==> config.mk <==
export PLATFORM = sky130hd
export DESIGN_NAME = avr_decoder
export DESIGN_NICKNAME = d
export VERILOG_FILES = /design/src/rtl/avr_decoder_pkg.sv /design/src/rtl/avr_decoder_decode_table.sv /design/src/rtl/avr_decoder.sv
export SDC_FILE = /design/constraint.sdc
export NUM_CORES = 1
export LEC_CHECK = 0
export CAP_MARGIN = 40
export CELL_PAD_IN_SITES_DETAIL_PLACEMENT = 0
export CELL_PAD_IN_SITES_GLOBAL_PLACEMENT = 1
export CORE_MARGIN = 2
export CORE_UTILIZATION = 50
export CTS_CLUSTER_SIZE = 40
export DETAILED_ROUTE_END_ITERATION = 7
export DONT_BUFFER_PORTS = 1
export PLACE_DENSITY = 0.92
export SYNTH_ARGS = -nofsm -noshare
export SYNTH_HDL_FRONTEND = slang
export SYNTH_HIERARCHICAL = 1
export SYNTH_SLANG_ARGS = --single-unit
export TNS_END_PERCENT = 5
==> constraint.sdc <==
create_clock -name clk -period 2.3 [get_ports clk]
set_input_delay 0.345 -clock clk [delete_from_list [all_inputs] [get_ports clk]]
set_output_delay 0.345 -clock clk [all_outputs]
set_load 0.01 [all_outputs]
==> src/rtl/avr_decoder_pkg.sv <==
// avr_decoder_pkg: shared ALU function codes, FSM states and decoded-field bundle
package avr_decoder_pkg;
   localparam logic [2:0] ALUFN_PASSB = 3'd0;
   localparam logic [2:0] ALUFN_AND   = 3'd1;
   localparam logic [2:0] ALUFN_OR    = 3'd2;
   localparam logic [2:0] ALUFN_EOR   = 3'd3;
   localparam logic [2:0] ALUFN_ADD   = 3'd4;
   localparam logic [2:0] ALUFN_SUB   = 3'd5;
   typedef enum logic {S_FIRST, S_SECOND} state_t;
   typedef struct packed {
      logic       we;
      logic [2:0] alu;
      logic       rdmux;
      logic       bmux;
      logic       mem_rd;
      logic       mem_wr;
      logic       illegal;
      logic [4:0] rd;
      logic [4:0] rr;
      logic [7:0] imm;
   } dec_t;
endpackage

==> src/rtl/avr_decoder_decode_table.sv <==
// avr_decoder_decode_table: first-word lookup; LDS/STS recognised only with AVR_DECODER_LDS_STS_EN
module avr_decoder_decode_table
   import avr_decoder_pkg::*;
(
   input  logic [15:0] instr,
   output dec_t        d,
   output logic        two_word
);
   // map one instruction word to its control fields; anything unlisted is illegal
   always_comb begin
      d = '0;
      two_word = 1'b0;
      if (instr == 16'h0000) begin
         d = '0;
      end else if (instr[15:12] == 4'hE) begin
         d.we = 1'b1;
         d.alu = ALUFN_PASSB;
         d.rdmux = 1'b1;
         d.bmux = 1'b1;
         d.rd = {1'b1, instr[7:4]};
         d.imm = {instr[11:8], instr[3:0]};
      end else if (instr[15:12] == 4'b0010 || instr[15:10] == 6'b000011 || instr[15:10] == 6'b000110) begin
         d.we = 1'b1;
         d.rd = instr[8:4];
         d.rr = {instr[9], instr[3:0]};
         d.alu = instr[15:10] == 6'b000011 ? ALUFN_ADD :
                 instr[15:10] == 6'b000110 ? ALUFN_SUB :
                 instr[11:10] == 2'b00     ? ALUFN_AND :
                 instr[11:10] == 2'b01     ? ALUFN_EOR :
                 instr[11:10] == 2'b10     ? ALUFN_OR  : ALUFN_PASSB;
      end
`ifdef AVR_DECODER_LDS_STS_EN
      else if (instr[15:10] == 6'b100100 && instr[3:0] == 4'h0) begin
         d.we = !instr[9];
         d.mem_rd = !instr[9];
         d.mem_wr = instr[9];
         d.rd = instr[8:4];
         two_word = 1'b1;
      end
`endif
      else begin
         d.illegal = 1'b1;
      end
   end
endmodule

==> src/rtl/avr_decoder.sv <==
// avr_decoder: AVR instruction decoder with one-deep output slot; AVR_DECODER_LDS_STS_EN enables two-word LDS/STS
module avr_decoder
   import avr_decoder_pkg::*;
#(
   parameter int ALUOP_W = 3,
   parameter int DADDR_W = 16
) (
   input  logic               clk,
   input  logic               reset,
   input  logic [15:0]        instr,
   input  logic               instr_valid,
   output logic               instr_ready,
   input  logic               flush,
   output logic               ctrl_valid,
   input  logic               ctrl_ready,
   output logic               we_ctrl,
   output logic [ALUOP_W-1:0] alu_ctrl,
   output logic               rdmux_ctrl,
   output logic               bmux_ctrl,
   output logic               mem_rd,
   output logic               mem_wr,
   output logic               illegal,
   output logic [4:0]         rd_addr,
   output logic [4:0]         rr_addr,
   output logic [7:0]         imm,
   output logic [DADDR_W-1:0] daddr
);
   state_t state, state_nxt;
   dec_t d, lat, slot, sel;
   logic two_word, accept, load;
   avr_decoder_decode_table u_decode_table (.instr(instr), .d(d), .two_word(two_word));
   assign instr_ready = !reset && !flush && (state == S_SECOND || !ctrl_valid || ctrl_ready);
   assign accept = instr_valid && instr_ready;
   assign load = accept && (state == S_SECOND || !two_word);
   assign sel = state == S_SECOND ? lat : d;
   // next state: a two-word first word moves to S_SECOND, the next accepted word returns
   always_comb begin
      state_nxt = state;
      state_nxt = flush   ? S_FIRST :
                  !accept ? state   :
                  (state == S_FIRST && two_word) ? S_SECOND : S_FIRST;
   end
   // state register
   always_ff @(posedge clk or posedge reset) begin
      if (reset) state <= S_FIRST;
      else state <= state_nxt;
   end
   // hold the first word of a two-word instruction until its address word arrives
   always_ff @(posedge clk or posedge reset) begin
      if (reset) lat <= '0;
      else if (flush) lat <= '0;
      else if (accept && state == S_FIRST && two_word) lat <= d;
   end
   // output slot: load on completion, drain on ctrl_ready, held while stalled
   always_ff @(posedge clk or posedge reset) begin
      if (reset) begin
         ctrl_valid <= 1'b0;
         slot <= '0;
      end else begin
         ctrl_valid <= flush ? 1'b0 : load ? 1'b1 : ctrl_ready ? 1'b0 : ctrl_valid;
         if (load) slot <= sel;
      end
   end
`ifdef AVR_DECODER_LDS_STS_EN
   logic [DADDR_W-1:0] daddr_q;
   // data address comes from the second word; single-word instructions carry zero
   always_ff @(posedge clk or posedge reset) begin
      if (reset) daddr_q <= '0;
      else if (load) daddr_q <= state == S_SECOND ? instr[DADDR_W-1:0] : '0;
   end
   assign daddr = daddr_q;
`else
   assign daddr = '0;
`endif
   assign we_ctrl = slot.we;
   assign alu_ctrl = ALUOP_W'(slot.alu);
   assign rdmux_ctrl = slot.rdmux;
   assign bmux_ctrl = slot.bmux;
   assign mem_rd = slot.mem_rd;
   assign mem_wr = slot.mem_wr;
   assign illegal = slot.illegal;
   assign rd_addr = slot.rd;
   assign rr_addr = slot.rr;
   assign imm = slot.imm;
endmodule

==> impl_metrics.py <==
metrics = {
    "status": {
        "status": "complete, but fails checks",
        "violations": "negative hold slack",
    },
    "route": {
        "wl_mm": 6.88,
        "post_drt_via_cell_ratio": 5.71,
        "antenna_left": 0,
        "drcViolationCount": 0,
        "wl_per_cell_um": 17.3,
        "drtPass1Iterations": 4,
        "first_iter_violations": 152,
        "routed-via-count": 2265,
    },
    "sta": {
        "tns_ns": 0,
        "fmax_mhz": 601,
        "fin_hold_ws_ns": -0.0129,
        "skew_ns": 0.00627,
        "rsz0062_at_grt": "no",
        "fin_crit_ns": 1.66,
        "maxSlewViolCount": 0,
        "setup_viol": 0,
        "worst_slew_pin_slew_ns": 1.09,
        "period_share": 0.724,
        "finalHoldViolCount": 24,
        "maxSlewHeadroom": 0.274,
    },
    "clocking": {
        "cts_buffers": 5,
        "root_buffer": "clkbuf_8",
        "clock-sinks": 56,
        "clkTransAtPathRegs_ns": 0.10,
        "cts_setup_buffers": 0,
        "clk_latency_ns": 0.31,
        "cts-resized-gates": 0,
        "clockBufferDepth": 2,
        "cts_tree": "done",
        "cts_hold_buf": 0,
        "htree_num_levels": 2,
    },
    "finish": {
        "drive_above_1_share": 0.138,
        "layout_common_cells": "nand2_1, dfrtp_1, a21oi_1, mux2i_1, nand3b_1",
        "nets": 345,
        "fill_cells": 598,
        "final_common_cell": "nand2_1",
        "layout.cells.non_filler": 397,
        "area_growth_pct": -0.767,
        "n_antenna_cell": 0,
    },
    "yosys": {
        "yosysTopAreaCell": "dfrtp_1",
        "synth_cell_types": 41,
        "synth_top_area_share": 0.430,
        "async_reset_ff_frac": 1.00,
        "synth.avg_cell_area_um2": 9.77,
        "ys.flop_type": "dfrtp_1",
        "syn_inst": 334,
        "synth_seq_cells": 56,
        "mappedNetlistArea_mm2": 0.00326,
        "synth-edff-count": 0,
        "ys_seq_area_frac": 0.430,
        "yosysWarnings": 6,
        "ys_top_cells_by_area": "dfrtp_1, mux2i_1, nand2_1",
    },
    "placement": {
        "gp_congestion": 0.796,
        "dpl.hpwl_mm": 4.53,
        "dpl.cell_count": 390,
        "port_buffers": 0,
    },
    "critical_path": {
        "critPathTopFamily": "flip-flops",
        "crit_fanout": 27,
        "cp.arrival_ns": 1.85,
        "startpoint_type": "flip-flop",
        "worstPathCellList": "a21o_1 > buf_4 > and2_4 > a21oi_1",
        "crit_type": "flip-flop to flip-flop",
        "worst_r2r_path_depth": 4,
        "slowest_stage": "dfrtp_1",
        "max_stage_delay_ns": 0.58,
        "required_ns": 2.48,
        "cp.depth": 4,
        "path_buf_inv": 1,
        "end_kind": "flip-flop",
    },
    "flow_run": {
        "drv_cap": 0,
    },
    "pwr": {
        "power_density_mw_per_mm2": 637,
        "ir_worst_vdd_mv": 0.275,
        "p_leak_uw": 0.00141,
    },
    "global_routing": {
        "grt_pass1_vias": 2217,
        "grt_usage": 0.198,
        "grt_pass1_wl_mm": 11.3,
        "grt-ovfl-total": 0,
        "antenna_found_initial": 0,
        "grt_max_degree": 32,
    },
    "floorplan": {
        "ios": 66,
        "core_mm2": 0.00631,
        "die_y_um": 84.8,
        "die-area_mm2": 0.00719,
        "rows": 29,
        "start_util": 0.517,
        "die_w_um": 84.8,
    },
    "min_path": {
        "hold_path.class": "input pin to async pin",
    },
}
-- per-stage QoR --
stage | util | hold WS (ns) | setup WS [ns] | power (uW) | instance area [um2]
6_report | 0.513 | -0.0129 | 0.636 | 2060 | 3240
5_1_grt | 0.513 | 0.0346 | 0.529 | 2170 | 3240
4_1_cts | 0.513 | 0.00894 | 0.633 | 2080 | 3240
3_5_place_dp | 0.500 | 0.346 | 0.441 | 1560 | 3160
3_3_place_gp | 0.500 | 0.348 | 0.460 | 1550 | 3160
2_1_floorplan | - | 0.476 | 0.584 | 1520 | 3330
-- metal layers --
layer	vias to the layer above	track usage	routed length [um]
li1	1080	-	-
met2	83	0.325	3310
met1	1091	0.253	2900
met3	11	0.0541	537
met5	-	0	0
met4	0	0.0707	139
-- logic make-up (layout without fill, tap and decap cells) --
group                    count (synthesis)  in the layout  synth area share
adder cells (fa/ha/maj)                  4              4            0.0153
other                                    2             19           0.00230
AND/OR/NAND/NOR                        126            126             0.223
flip-flops                              56             56             0.430
buffers and inverters                   48             17             0.106
multiplexers                            28             28            0.0859
AO/OA/AOI/OAI                           70             70             0.138
-- cell usage after synthesis (2+ instances only) --
library cell	instances
nor3b_1	5
mux2i_1	28
a21oi_1	35
nand3b_1	27
conb_1	2
buf_8	2
o21bai_1	2
dfrtp_1	56
and2_1	8
nand2b_1	2
nor2_1	2
buf_2	6
a21oi_2	20
and4b_1	2
o21ai_0	7
inv_1	4
nor3_1	3
nor4_1	2
buf_4	22
nand2_1	63
buf_6	7
clkbuf_1	7
ha_1	4
-- flip-flops by register name, indices dropped and copies added (netlist names) --
name	cells
rdmux_ctrl	1
we_ctrl	1
rr_addr	5
ctrl_valid	1
lat	27
imm	8
rd_addr	5
mem_wr	1
bmux_ctrl	1
alu_ctrl	3
state	1
mem_rd	1
illegal	1
-- worst paths after layout --
path                       startpoint          to  slack, ns
min                             reset  ctrl_valid      -0.01
min reg2reg                   lat[25]     lat[25]       0.52
min in group clk                flush  ctrl_valid       0.09
max                             state     we_ctrl       0.64
max reg2reg                     state     we_ctrl       0.64
max in group asynchronous       reset      lat[3]       1.73
-- final cells by class --
type	instances	area, um2	share of cell area
clock inverter	2	12.5	0.00387
tap	77	96.3	0.0298
timing repair buffer	6	57.6	0.0178
inverter	4	15.0	0.00464
sequential	56	1400	0.433
multi-input combinational	247	1590	0.490
clock buffer	5	68.8	0.0213
-- power by group --
| part | leakage (uW) | internal [uW] | switching [uW] |
|---|---|---|---|
| Sequential | 0.000721 | 1100 | 137 |
| Clock | 0.0000400 | 207 | 319 |
| Combinational | 0.000654 | 122 | 180 |
Power figures use the tool's default switching activity.
